### src/rtl/print_job_queue.sv
// print_job_queue: FIFO of host print jobs feeding the print engine one job at a time.
// Each job is dispatched as a single-cycle push/pages strobe. Completion is tracked by
// counting rising edges of printpage, then an inter-job gap is enforced before the next
// dispatch.
// Optional watchdog: define PRINT_JOB_TIMEOUT_EN to abort jobs whose pages stall for
// TIMEOUT clocks. An abort raises a sticky fault.
module print_job_queue #(
  parameter int unsigned DEPTH      = 4,
  parameter int unsigned GAP_CYCLES = 3,
  parameter int unsigned TIMEOUT    = 200
) (
  input  logic                     clk,
  input  logic                     rst,
  input  logic                     job_valid,
  input  logic [7:0]               job_pages,
  output logic                     job_ready,
  output logic                     job_reject,
  output logic                     push,
  output logic [7:0]               pages,
  input  logic                     printpage,
  output logic                     busy,
  output logic [7:0]               pages_left,
  output logic                     job_done,
  output logic [$clog2(DEPTH):0]   queue_count,
  output logic                     fault
);

  localparam int unsigned PtrW    = $clog2(DEPTH);
  localparam int unsigned CntW    = PtrW + 1;
  localparam int unsigned GapLoad = (GAP_CYCLES == 0) ? 0 : GAP_CYCLES - 1;
  localparam int unsigned GapW    = (GapLoad < 2) ? 1 : $clog2(GapLoad + 1);

  typedef enum logic [1:0] {StIdle, StDispatch, StPrinting, StGap} state_e;

  state_e              state_q, state_d;
  logic [7:0]          mem_q [DEPTH];
  logic [PtrW-1:0]     wr_ptr_q, rd_ptr_q;
  logic [CntW-1:0]     count_q;
  logic                pp_q;
  logic [7:0]          left_q, left_d;
  logic                done_q, done_d;
  logic                reject_q;
  logic [GapW-1:0]     gap_q, gap_d;
  logic                enq, pop, pp_edge, timeout;

  // job_ready comes from the pre-pop count, so a full queue never accepts in a pop cycle
  assign job_ready = (count_q != CntW'(DEPTH));
  assign enq       = job_valid && job_ready && (job_pages != 8'd0);
  assign pop       = (state_q == StDispatch);
  assign pp_edge   = printpage && !pp_q;

  // FIFO pointers, occupancy and the registered printpage for edge detection
  always_ff @(posedge clk) begin
    if (rst) begin
      wr_ptr_q <= '0;
      rd_ptr_q <= '0;
      count_q  <= '0;
      pp_q     <= 1'b0;
      reject_q <= 1'b0;
    end else begin
      if (enq) wr_ptr_q <= wr_ptr_q + PtrW'(1);
      if (pop) rd_ptr_q <= rd_ptr_q + PtrW'(1);
      count_q  <= count_q + CntW'(enq) - CntW'(pop);
      pp_q     <= printpage;
      reject_q <= job_valid && (job_pages == 8'd0);
    end
  end

  // FIFO storage; contents are don't-care while the slot is empty
  always_ff @(posedge clk) begin
    if (enq) mem_q[wr_ptr_q] <= job_pages;
  end

`ifdef PRINT_JOB_TIMEOUT_EN
  localparam int unsigned WdW = $clog2(TIMEOUT + 1);

  logic [WdW-1:0] wd_q, wd_d;
  logic           fault_q, fault_d;

  // TIMEOUT-th consecutive PRINTING cycle without a page edge
  assign timeout = (state_q == StPrinting) && !pp_edge && (wd_q == WdW'(TIMEOUT - 1));
  assign fault   = fault_q;

  // Watchdog next state: cleared on dispatch and every counted page edge
  always_comb begin
    wd_d    = wd_q;
    fault_d = fault_q;
    if (state_q == StDispatch) begin
      wd_d = '0;
    end else if (state_q == StPrinting) begin
      wd_d = pp_edge ? '0 : wd_q + WdW'(1);
    end
    if (timeout) fault_d = 1'b1;
  end

  // Watchdog registers; fault stays set until reset
  always_ff @(posedge clk) begin
    if (rst) begin
      wd_q    <= '0;
      fault_q <= 1'b0;
    end else begin
      wd_q    <= wd_d;
      fault_q <= fault_d;
    end
  end
`else
  assign timeout = 1'b0;
  assign fault   = 1'b0;
`endif

  // Job sequencing next state
  always_comb begin
    state_d = state_q;
    left_d  = left_q;
    gap_d   = gap_q;
    done_d  = 1'b0;
    unique case (state_q)
      StIdle: begin
        if (count_q != '0) state_d = StDispatch;
      end
      StDispatch: begin
        left_d  = mem_q[rd_ptr_q];
        state_d = StPrinting;
      end
      StPrinting: begin
        if (pp_edge) begin
          left_d = left_q - 8'd1;
          if (left_q == 8'd1) begin
            done_d  = 1'b1;
            gap_d   = GapW'(GapLoad);
            state_d = (GAP_CYCLES == 0) ? StIdle : StGap;
          end
        end else if (timeout) begin
          left_d  = 8'd0;
          gap_d   = GapW'(GapLoad);
          state_d = (GAP_CYCLES == 0) ? StIdle : StGap;
        end
      end
      StGap: begin
        if (gap_q == '0) state_d = StIdle;
        else             gap_d   = gap_q - GapW'(1);
      end
      default: state_d = StIdle;
    endcase
  end

  // Job sequencing registers
  always_ff @(posedge clk) begin
    if (rst) begin
      state_q <= StIdle;
      left_q  <= 8'd0;
      gap_q   <= '0;
      done_q  <= 1'b0;
    end else begin
      state_q <= state_d;
      left_q  <= left_d;
      gap_q   <= gap_d;
      done_q  <= done_d;
    end
  end

  assign push        = pop;
  assign pages       = pop ? mem_q[rd_ptr_q] : 8'd0;
  assign busy        = (state_q != StIdle);
  assign pages_left  = left_q;
  assign job_done    = done_q;
  assign job_reject  = reject_q;
  assign queue_count = count_q;

endmodule

### config.mk
export PLATFORM = sky130hd
export DESIGN_NAME = print_job_queue
export DESIGN_NICKNAME = d
export VERILOG_FILES = /design/src/rtl/print_job_queue.sv
export SDC_FILE = /design/constraint.sdc
export NUM_CORES = 1
export LEC_CHECK = 0
export CORE_ASPECT_RATIO = 1.25
export CORE_MARGIN = 2
export CORE_UTILIZATION = 45
export CTS_CLUSTER_DIAMETER = 100
export DETAILED_ROUTE_END_ITERATION = 8
export PLACE_DENSITY = 0.71
export SLEW_MARGIN = 10
export SYNTH_ARGS = -nofsm -noshare
export SYNTH_HDL_FRONTEND = slang
export SYNTH_SLANG_ARGS = --single-unit
### constraint.sdc
create_clock -name clk -period 3.55 [get_ports clk]
set_input_delay 0.355 -clock clk [delete_from_list [all_inputs] [get_ports clk]]
set_output_delay 0.355 -clock clk [all_outputs]
set_load 0.01 [all_outputs]
## Word level (Yosys, flattened, before mapping)

Memory sizes are Yosys's and may differ from the RTL's. A register that Yosys moved wholly into a read port is not among the register bits.
Cells that the tools add are included.

| storage, ports and cells | value |
|---|---|
| bits in registers | 22 |
| latch bits | 0 |
| bits in writable memories | 32 |
| bits in read-only memories | 0 |
| input bits | 12 |
| output and inout port bits | 25 |
| logic and storage cells | 62 |
| memories kept | 1 |

| cells by class | value |
|---|---|
| add/subtract/negate cells | 6 |
| multiply operators | 0 |
| div/mod/pow operators | 0 |
| magnitude comparators | 0 |
| equality and inequality tests | 10 |
| shift-type cells | 0 |
| multiplexer cells | 17 |
| bitwise logic cells | 2 |
| reductions and logical operators | 17 |

Memories:

| name | depth | bits a word | rd ports | clocked after Yosys merged registers in | wr ports | RTL line | source |
|---|---|---|---|---|---|---|---|
| mem_q | 4 | 8 | 1 | 1 | 1 | 36 | `logic [7:0] mem_q [DEPTH];` |

Operator list:

| kind | count |
|---|---|
| 2-bit 2-to-1 mux | 9 |
| 8-bit 2-to-1 mux | 2 |
| 8-bit one-hot mux with 2 select lines | 1 |
| 2-bit inequality test (second input constant) | 5 |
| 8-bit by 1-bit equality test with 1-bit output (second input constant) | 1 |
| 8-bit logical NOT | 1 |
| 2-bit one-hot mux with 4 select lines | 1 |
| 4-bit AND reduction | 2 |
| 8-bit nonzero test | 1 |
| 8-bit by 1-bit subtractor with 8-bit output (second input constant) | 1 |
| 2-bit nonzero test | 3 |
| 2-bit by 1-bit adder with 2-bit output (second input constant) | 2 |
| 2-bit equality test (second input constant) | 2 |
| 1-bit logical AND | 4 |
| 2-bit logical NOT | 2 |
| 2-bit one-hot mux with 2 select lines | 1 |
| 3-bit by 1-bit adder with 3-bit output | 1 |
| 1-bit 2-to-1 mux | 3 |
| 3-bit inequality test (second input constant) | 1 |
| 3-bit nonzero test | 1 |
| 3-bit OR reduction | 1 |
| 3-bit by 1-bit subtractor with 3-bit output | 1 |
| 2-bit by 1-bit equality test with 1-bit output (second input constant) | 1 |
| 1-bit inverter | 2 |
| other kinds (3) | 3 |

## Longest topological paths before layout

| depth | value |
|---|---|
| depth after elaboration | 5 |
| gate-level depth with buffers | 9 |
| mapped depth without buffers | 9 |

## Least setup slack after synthesis

OpenSTA, ideal clock, no wires.

| timing | value |
|---|---|
| path type | register -> register |
| start | reg count_q[1], in the netlist queue_count[1] |
| end | reg count_q[2], in the netlist queue_count[2] |
| arrival | 2.036 ns |
| path slack | 1.386 ns |
| cell stages (with the launch flop) | 10 |
| path buffers | 0 |
| clock period less this slack | 2.164 ns |
| path through | dfxtp_1 -> nor2_1 -> a221oi_2 -> inv_1 -> ha_1 -> inv_1 -> ha_1 -> fa_1 -> xnor2_1 -> nor2_1 |

| between the ends | value |
|---|---|
| cells in the longest elaborated chain, start to end | 5 |

Ends and longest elaborated chain:

| what | RTL line | source |
|---|---|---|
| start, declared | 38 | `logic [CntW-1:0] count_q;` |
| start signal, assigned | 63 | `count_q <= count_q + CntW'(enq) - CntW'(pop);` |
| 3-bit inequality test | 47 | `assign job_ready = (count_q != CntW'(DEPTH));` |
| 1-bit logical AND (2 in series) | 48 | `assign enq = job_valid && job_ready && (job_pages != 8'd0);` |
| 3-bit by 1-bit adder with 3-bit output (*) | 63 |  |
| 3-bit by 1-bit subtractor with 3-bit output (*) | 63 |  |

Mark *: on every way between the ends. The rest lies on a longest branch, timed or not.
A chain may end at the register's enable or synchronous reset.

==> results list <==
- Startpoint kind of the worst setup timing path: flop
- Number of maximum-capacitance violations: 0
* Status: complete, no violations
- Global routing finished with a remaining overflow of 0.
- For this run, the share of the core covered by cells in the final layout is 55.53%.
- The initial utilization of the core area, before any placement, comes to 46.71%.
- Total power per unit cell area: 738.3 nW/um2
* Actual slew at the worst max-slew pin: 868.2 ps
- Clock insertion delay at the later pin of the skew report: 310 ps
- Yosys mapped a number of flops with a built-in enable equal to 32.
- Clock skew on the completed layout was measured at 8.427 ps.
* Post-CTS setup buffer count: 0
- Synthesized netlist cell count: 203
- Worst path arrival time: 2230 ps
- The worst pin sits at a relative slew slack of 41.94%.
- The number of nets in the synthesized netlist is 229.
- The synthesized design contains 56 register bits.
- The final count of pins violating max slew is 0.
- Fillers: 475
- Leakage dissipation: 0.001065 uW
* Buffers on Ports: 35
- In this run the mean area of a mapped cell was 12.61 um2.
- CTS tree: yes
* Final-report setup violation count: 0
- For this run, design rule violations remaining after detail routing come to 0.
- Required time worst endpoint: 3190 ps
* Worst Hold Path Cells: 2
- Avg WL per Cell: 15.46 um
- Avg Vias per Cell: 5.377
- Detailed Route WL: 4669 um
- Cells with a size suffix above 1 make up 9.664% of the layout.
* Buffers & Inverters on Critical Path: 1
- Maximum cell stage delay along the critical path: 670 ps
- Count of warnings emitted by yosys: 0
- At the end of the flow, the number of nets in the layout was 263.
* Minimum period implied by the final worst setup slack: 2587 ps
- The final route contains 1624 vias.
* Cell breakdown of the critical path: mux4_2, and2_1, clkdlybuf4s50_1
* Sequential cell area fraction in the yosys report: 56.30%
- Net switching is 35.50% of the power.
- Of the total power, registers draw 42.6%.
- Chip width: 71.46 um
* Int Pwr: 1449 uW
* Endpoint kind of the worst setup timing path: output port
- Overall die area: 6312 um2
* Maximum number of pins on one net before global-route repair: 24
- Summed area of non-filler cells in the final layout: 3043 um2
- Initial antenna violation count: 0
- Unrepaired setup endpoints after global routing: no
* Number of stages on the worst setup path: 3
- Power share of the combinational group: 42.1%
- At the end of routability-driven placement, the weighted congestion stood at 0.7572.
- Clock-pin slew was measured on the worst setup and hold paths at 90 ps.
- Global-route wire length before repair: 7652 um
- Via count of the first global-routing pass: 1532
- The mapped netlist covers 2560 um2.
- DRT antenna net count: 0
- Chip height: 88.33 um
- Detailed router's first-iteration violation count: 130
- For this run, the total global-route usage over all layers was measured as 16.11%.
- Final worst hold slack: 486.9 ps
* FMAX: 0.3865 GHz
- In this run, distinct cell masters in the synthesized netlist total 48.
- The library cell used most frequently in the layout, excluding fill and tap cells, is clkdlybuf4s50_1.
- The clock network accounts for 15.3% of the total power.
* Ant diodes: 0
* Worst Path Max Fanout: 8
- Pre-antenna DRT Iters: 5
* Final TNS setup: 0 ps
- Gates resized during post-CTS repair numbered 0.
- Across the VDD grid, the largest voltage drop is 0.0003427 V.
- Counting along the longest clock path gives a buffer depth of 2.
- Primary flip-flop cell chosen by synthesis mapping: edfxtp_1
- Commonest cells after routing, fill and taps aside: 35 x clkdlybuf4s50_1, 32 x edfxtp_1, 24 x dfxtp_1
* Root cell of the clock tree: clkbuf_8
- In this run the core area contains 30 standard-cell rows.
- The count of final hold-check violations came to 0.
- Total I/O pin count: 37
- The final critical path takes up 72.88% of the cycle.
* Asr flop ratio synth: 0%
- Total instance count after detailed placement: 294
- Cell type group with the largest total delay on the critical path: flip-flops
- Worst-case register-to-register setup slack: 1210 ps
- From synthesis to final layout, the design area changed by 18.87%.
* Crit-path slowest cell: dfxtp_1
- Cts bufs inserted: 5
* Class of the most critical setup path: flop to output port
* Hold crit path type: flop to flop
- Once placement finished, the instance area stood at 2954 um2.
- R2R cell count: 9
- CTS built an H-tree with a depth of 2.
- Psw: 797.5 uW
- In this run the standard cell core region covers 5480 um2.
- Final HPWL from detailed placement: 3372 um
* Final Non-Filler Cells: 302
* Number of hold-repair buffers added at the cts stage: 0
- Number of clock sinks seen by CTS: 56
-- worst min-delay path: stages (launching register included) --
cell and delay (ps):
dfxtp_1 320, o21ai_0 60, a21oi_1 60
-- logic make-up after synthesis --
logic type / count (synthesis) / share of synthesized area, %
other: 1 / 0.1465
DFF: 56 / 56.30
buffers and inverters: 27 / 4.204
AOI/OAI and AO/OA: 30 / 9.140
and+or+nand+nor: 60 / 13.54
muxes: 10 / 7.820
xor gates and xnor gates: 5 / 1.711
adders and majority gates: 14 / 7.136
-- stage by stage --
| stage | power (uW) | setup WS, ps |
|---|---|---|
| finish | 2246 | 962.8 |
| global route | 2414 | 800.1 |
| CTS | 2273 | 902.3 |
| detailed placement | 1927 | 665.6 |
| global placement | 1916 | 746.2 |
| floorplan | 1570 | 1386 |
-- power by group through the flow --
| stage | clock network [uW] | registers [uW] | logic [uW] |
|---|---|---|---|
| 2_1_floorplan | 0 | 938 | 632 |
| 3_3_place_gp | 0 | 973 | 943 |
| 3_5_place_dp | 0 | 976 | 951 |
| 4_1_cts | 359 | 961 | 953 |
| 5_1_grt | 383 | 985 | 1050 |
| 6_report | 343 | 957 | 947 |
-- metal layers --
layer  vias up  track usage, %  wire (um)
met2        37           27.19       2424
met4         0           7.033         76
met3         7           3.645        186
met1       783           19.91       1981
li1        797               -          -
met5         -               0          0
-- flip-flops by register name, indices dropped and copies added, names as in the netlist, named ones only --
register,count
pages_left,8
job_reject,1
state_q,2
queue_count,3
job_done,1
mem_q,32
pp_q,1
gap_q,2
rd_ptr_q,2
wr_ptr_q,2
-- final cells by class --
class	instances	area, um2	area share (%)
flip-flops and latches	56	1441	47.37
multi-input cells	120	1011	33.22
repair buffers	35	350.3	11.51
well taps	64	80.08	2.632
clock buffers	6	72.57	2.385
inverters	19	71.32	2.344
clock inverters	2	16.27	0.5345
-- final timing paths --
path / start / to
worst max-delay path: flop / pages[3]
worst min-delay path: gap_q[0]$_SDFFE_PP0P_ / gap_q[0]$_SDFFE_PP0P_
worst max register to register: queue_count[1]$_SDFF_PP0_ / queue_count[2]$_SDFF_PP0_
worst min register to register: gap_q[0]$_SDFFE_PP0P_ / gap_q[0]$_SDFFE_PP0P_
-- synth_stat cells (2+ instances only) --
cell type,n,area (um2)
edfxtp_1,32,960.9
dfxtp_1,24,480.5
inv_1,19,71.32
nor2_1,14,52.55
ha_1,13,162.7
and2_1,12,75.07
nand2_1,9,33.78
mux4_2,8,180.2
a21oi_1,6,30.03
clkbuf_1,5,18.77
nor2b_1,5,31.28
nor3_1,4,20.02
xnor2_1,4,35.03
nand2b_1,3,18.77
nor4_1,3,18.77
o21ai_0,3,15.01
a2111oi_0,2,17.52
a221oi_1,2,17.52
buf_2,2,10.01
mux2i_1,2,20.02
o211ai_1,2,15.01
o41ai_1,2,17.52
or3_1,2,12.51
No activity file was read; power rests on OpenSTA's default activity.
==> RTL change 1 (config.mk and constraints unchanged) <==
Add a define of `PRINT_JOB_TIMEOUT_EN`.
--- a/src/rtl/print_job_queue.sv
+++ b/src/rtl/print_job_queue.sv
@@ -6,2 +6,4 @@
 // TIMEOUT clocks. An abort raises a sticky fault.
+`define PRINT_JOB_TIMEOUT_EN
+
 module print_job_queue #(
Check against the original RTL: no difference found for any inputs over 10 cycles, from zero or initial values and one cycle with rst high; that may be too few to reach the edited logic, so the function may still have changed.
==> RTL change 1 against the unedited design <==
  * Combinational power fell by 0.5%
  * Highest routed layer unchanged
  * Critical path type is now in2reg
  * Worst hold slack got worse by 0.017 ns
  * Wire length rose by 26%
  * Sequential share of layout area fell by 2.5 points
  * Cell area rose by 19%
  * Worst setup slack got worse by 0.29 ns
  * Clock skew fell by 0.0020 ns
  * Synthesized cell count rose by 22%
  * Critical path depth rose by 9
  * Sequential cell count rose by 9
  * First-iteration DRC count rose by 52%
  * Sequential power rose by 9.7%
  * Area after synthesis rose by 18%
  * Power rose by 14%
==> RTL change 1: results (changes against the unedited design) <==
metric	value	unit	change
r2r_setup_slack	0.84	ns	-0.37 ns
critical-path-max-stage-delay	0.70	ns	+0.03 ns
grt_max_degree	17		-29%
slowest_stage	a221oi_1		
clockBufferDepth	2		unchanged
drive_above_1_share	12.1	%	+2.4 points
synth_edf_count	32		unchanged
worst-r2r-cell-count	11		+2
groute.usage.overall	17.2	%	+1.1 points
regMostFlops	mem_q		
netlist_instances	247		+22%
n_fill_cell	591		+24%
cp_max_fo	7		-1
synthArstFlopShare	0	%	unchanged
status	finished, final reports clean		
yosys-top-cells-count	dfxtp_1 (33), edfxtp_1 (32), nor2_1 (21)		
finalWeightedCongestion	0.826		+9.1%
yosys-top-cells-area	edfxtp_1 (32%), dfxtp_1 (22%), mux4_2 (6.0%)		
grt_pass1_wl	9.75	mm	+27%
clock_skew	0.00647	ns	-0.00196 ns
placed_cells	361		+23%
port-buffer-count	36		+2.9%
antenna_found_initial	0		unchanged
cp_top_family	adder cells		
synth_cell_type_count	53		+10%
startpoint	job_pages[7]		
max-vdd-ir-drop	0.000431	V	+26%
nNetsFinal	312		+19%
drtIter0Drc	197		+52%
slew_headroom	44.2	%	+2.3 points
crit_type	in2reg		
wl_per_cell	15.6	µm	+0.78%
grt_pass1_vias	2007		+31%
hpwl	4.24	mm	+26%
yosysSeqAreaShare	53.7	%	-2.6 points
diodes	0		unchanged
swShare	35.2	%	-0.30 points
wl	5.87	mm	+26%
clkLatencyLatePin	0.34	ns	+0.03 ns
post_cts_buffers	0		unchanged
largest_reg_flops	32		unchanged
path_clk_slew	0.07	ns	-0.02 ns
hold_violations	0		unchanged
ctsResizeCount	0		unchanged
cts_htree_levels	3		+1
r2r_start	queue_count[1]$_SDFF_PP0_		
hold_depth	2		unchanged
cp.arrival	3.09	ns	+0.86 ns
ys.flop_type	dfxtp_1		
vias	2065		+27%
firstDrtPassIters	4		-1
clock-root-buffer	clkbuf_8		
holdCritPathClass	reg2reg		
synth_fp_nets	274		+20%
cts_inserted_buffers	9		+4
rr_endpoint	queue_count[2]$_SDFF_PP0_		
p_leak	1.32	nW	+24%
RTL change 1: cell count changes in the layout (fill, tap and decap cells not counted), moves of 5 or more:
cell	unedited run	this run
nor2_1	14	21
xor2_1	1	8
o311ai_0	0	5
nand3_1	1	6
dfxtp_1	24	33
RTL change 1: cell type report:
type                            count  share of cell area, %
Clock buffer                        9                   3.43
Multi-Input combinational cell    154                   35.0
Sequential cell                    65                   44.9
Tap cell                           87                   3.01
Clock inverter                      7                   1.49
Inverter                           17                   1.77
Timing Repair Buffer               38                   10.4
RTL change 1: worst min path at each step:
stage / start / end / slack, ns
detailed placement: fault$_SDFFE_PP0P_ / fault$_SDFFE_PP0P_ / 0.46
CTS: fault$_SDFFE_PP0P_ / fault$_SDFFE_PP0P_ / 0.48
finish: fault$_SDFFE_PP0P_ / fault$_SDFFE_PP0P_ / 0.47
floorplan: gap_q[0]$_SDFFE_PP0P_ / gap_q[0]$_SDFFE_PP0P_ / 0.45
global route: fault$_SDFFE_PP0P_ / fault$_SDFFE_PP0P_ / 0.52
global placement: fault$_SDFFE_PP0P_ / fault$_SDFFE_PP0P_ / 0.45
RTL change 1: power by group through the flow:
| stage | Combinational, W | Clock, W | Sequential (W) |
|---|---|---|---|
| after global placement | 0.000933 | 0 | 0.00107 |
| after global routing | 0.00104 | 0.000607 | 0.00108 |
| after CTS | 0.000950 | 0.000569 | 0.00106 |
| after detailed placement | 0.000945 | 0 | 0.00108 |
| final | 0.000942 | 0.000557 | 0.00105 |
| after floorplan | 0.000619 | 0 | 0.00104 |
RTL change 1: cell families (layout without fill, tap and decap cells):
kind of cell,after synthesis,count (layout),share of synthesized area (%)
AND/OR/NAND/NOR,76,76,14.4
flip-flops,65,65,53.7
AO/OA/AOI/OAI,41,41,10.9
buffers and inverters,28,71,4.39
adder cells (fa/ha/maj),15,15,6.46
XOR/XNOR,11,11,3.19
multiplexers,11,11,7.00
RTL change 1: through the flow:
step / power, W / cell area [µm²] / setup WS [ns]
finish: 0.00255 / 3610 / 0.668
global placement: 0.00201 / 3440 / 0.399
global route: 0.00273 / 3610 / 0.435
floorplan: 0.00166 / 3020 / 1.03
CTS: 0.00258 / 3610 / 0.646
detailed placement: 0.00202 / 3440 / 0.282
RTL change 1: per-layer routing:
metal  up-vias  GRT usage [%]  share of wire (%)
met5         -              0                  0
met4         0           6.40                1.1
met3         9           4.26                3.3
met2        45           29.6                 51
met1      1009           20.9                 44
li1       1002              -                  -
RTL change 1: tightest hold or removal path, delay by kind of cell (launching register included):
kind | cells | cell delay (ns)
DFF | 1 | 0.33
and+or+nand+nor | 1 | 0.07
AOI/OAI and AO/OA | 1 | 0.04
==> RTL change 2 (config.mk and constraints unchanged) <==
Without the edit above. Put one more register stage on the output `queue_count`, with the module's reset. The value now appears one clock later. The other outputs are not delayed to match.
--- a/src/rtl/print_job_queue.sv
+++ b/src/rtl/print_job_queue.sv
@@ -167,3 +167,9 @@
   assign job_reject  = reject_q;
-  assign queue_count = count_q;
+  always_ff @(posedge clk) begin
+    if (rst) begin
+      queue_count <= '0;
+    end else begin
+      queue_count <= count_q;
+    end
+  end
 
Behaviour: not the same (a bounded check fails within 4 cycles, from zero or initial values and one cycle with rst high).
==> RTL change 2 against the unedited design <==
  * Power increased by 4.0%
  * Area after synthesis grew 2.8%
  * Final cell count rose by 6.0%
  * Largest cell class unchanged
  * Critical endpoint is now pages[7]
  * Sequential cell count up 3
  * Worst setup slack worse by 0.047 ns
  * Largest power group unchanged
  * Cell area grew 4.8%
  * Combinational power fell by 10%
  * Register-to-register slack improved by 0.05 ns
  * Wire length rose by 6.7%
  * Global-route usage rose by 0.63 points
==> RTL change 2: results (changes against the unedited design) <==
metric	value	unit	change
drive_above_1_share	11.0	%	+1.4 points
path_clk_slew	0.06	ns	-0.03 ns
synth_xor_xnor_area_share	1.66	%	-0.046 points
cts_inserted_buffers	9		+4
placed_cells	305		+3.7%
synth_fp_nets	238		+3.9%
hpwl	3.48	mm	+3.2%
finalWeightedCongestion	0.864		+14%
rr_endpoint	count_q[2]$_SDFF_PP0_		
synth_fa_ha_area_share	6.94	%	-0.19 points
yosys-top-cells-count	edfxtp_1 (32), dfxtp_1 (27), nand2_1 (17)		
p_int	0.00155	W	+6.7%
r2r_start	count_q[0]$_SDFF_PP0_		
cts_htree_levels	3		+1
clkLatencyLatePin	0.33	ns	+0.02 ns
wl_per_cell	15.6	µm	+0.70%
ys.flop_type	edfxtp_1		
whs_endpoint	gap_q[1]$_SDFFE_PP0P_		
grtUsageMet1	19.7	%	-0.20 points
grt_max_degree	18		-25%
yosysSeqAreaShare	57.1	%	+0.76 points
postPlaceCellArea	3030	µm²	+2.6%
worst-r2r-cell-count	9		unchanged
met2_usage	28.6	%	+1.4 points
clock_skew	0.00674	ns	-0.00168 ns
diodes	0		unchanged
grt_use_met3	4.51	%	+0.86 points
vias	1690		+4.1%
synth_compound_area_share	7.70	%	-1.4 points
fin_cells	320		+6.0%
hold_depth	2		unchanged
groute.usage.overall	16.7	%	+0.63 points
worstHoldStart	gap_q[1]$_SDFFE_PP0P_		
regMostFlops	mem_q		
nNetsFinal	276		+4.9%
max-vdd-ir-drop	0.000321	V	-6.4%
status	finished, final reports clean		
cp.arrival	2.28	ns	+0.05 ns
synth_mux_area_share	7.99	%	+0.17 points
synth_cell_type_count	45		-6.3%
holdCritPathClass	reg2reg		
p_leak	1.14	nW	+7.0%
tightest_slew	0.664	ns	-0.204 ns
grt_pass1_wl	7.97	mm	+4.1%
firstDrtPassIters	4		-1
r2r_setup_slack	1.26	ns	+0.05 ns
yosys-top-cells-area	edfxtp_1 (37%), dfxtp_1 (21%), mux4_2 (6.8%)		
synth.avg_cell_area	12.4	µm²	-1.6%
crit_type	reg2out		
drtIter0Drc	94		-28%
## RTL change 2: worst max-delay path, stage by stage (launching register included)
cell             delay [ns]
dfxtp_1                0.67
mux4_2                 0.61
and2_1                 0.19
clkdlybuf4s50_1        0.48
## RTL change 2: logic make-up (layout without fill, tap and decap cells)
logic type	count (synthesis)	count (layout)
and+or+nand+nor	71	71
DFF	59	59
AOI/OAI and AO/OA	27	27
buffers and inverters	24	66
adders and majority gates	14	14
muxes	11	11
xor gates and xnor gates	5	5
other	1	1
## RTL change 2: how the worst max path moves through the flow
stage	end	slack, ns	depth (start not counted)
floorplan	count_q[2]$_SDFF_PP0_	1.47	9
global placement	count_q[1]$_SDFF_PP0_	0.78	9
detailed placement	count_q[1]$_SDFF_PP0_	0.67	9
CTS	pages[7]	0.85	3
global route	pages[7]	0.79	3
finish	pages[7]	0.92	3
## RTL change 2: power by group through the flow
stage,sequential (W),combinational [W],clock [W]
floorplan,0.000971,0.000572,0
global placement,0.00100,0.000831,0
detailed placement,0.00101,0.000850,0
CTS,0.000994,0.000858,0.000510
global route,0.00101,0.000942,0.000541
finish,0.000991,0.000851,0.000494
## RTL change 2: per-layer routing
layer	part of all wire [%]	vias up
met4	1.8	0
met3	3.2	6
met5	0	-
met1	44	816
li1	-	832
met2	51	36
## RTL change 2: layout make-up
cell class | count | area [µm²]
Multi-Input combinational cell | 129 | 1030
Clock buffer | 9 | 124
Timing Repair Buffer | 36 | 358
Clock inverter | 6 | 33.8
Tap cell | 66 | 82.6
Sequential cell | 59 | 1500
Inverter | 15 | 56.3
Fill cell | 497 | 2550
## RTL change 2: metrics by stage
step                setup WS (ns)  total power [W]  hold WS, ns
floorplan                    1.47          0.00154        0.450
global placement            0.778          0.00184        0.464
detailed placement          0.666          0.00186        0.469
CTS                         0.853          0.00236        0.477
global route                0.790          0.00250        0.504
finish                      0.916          0.00234        0.473
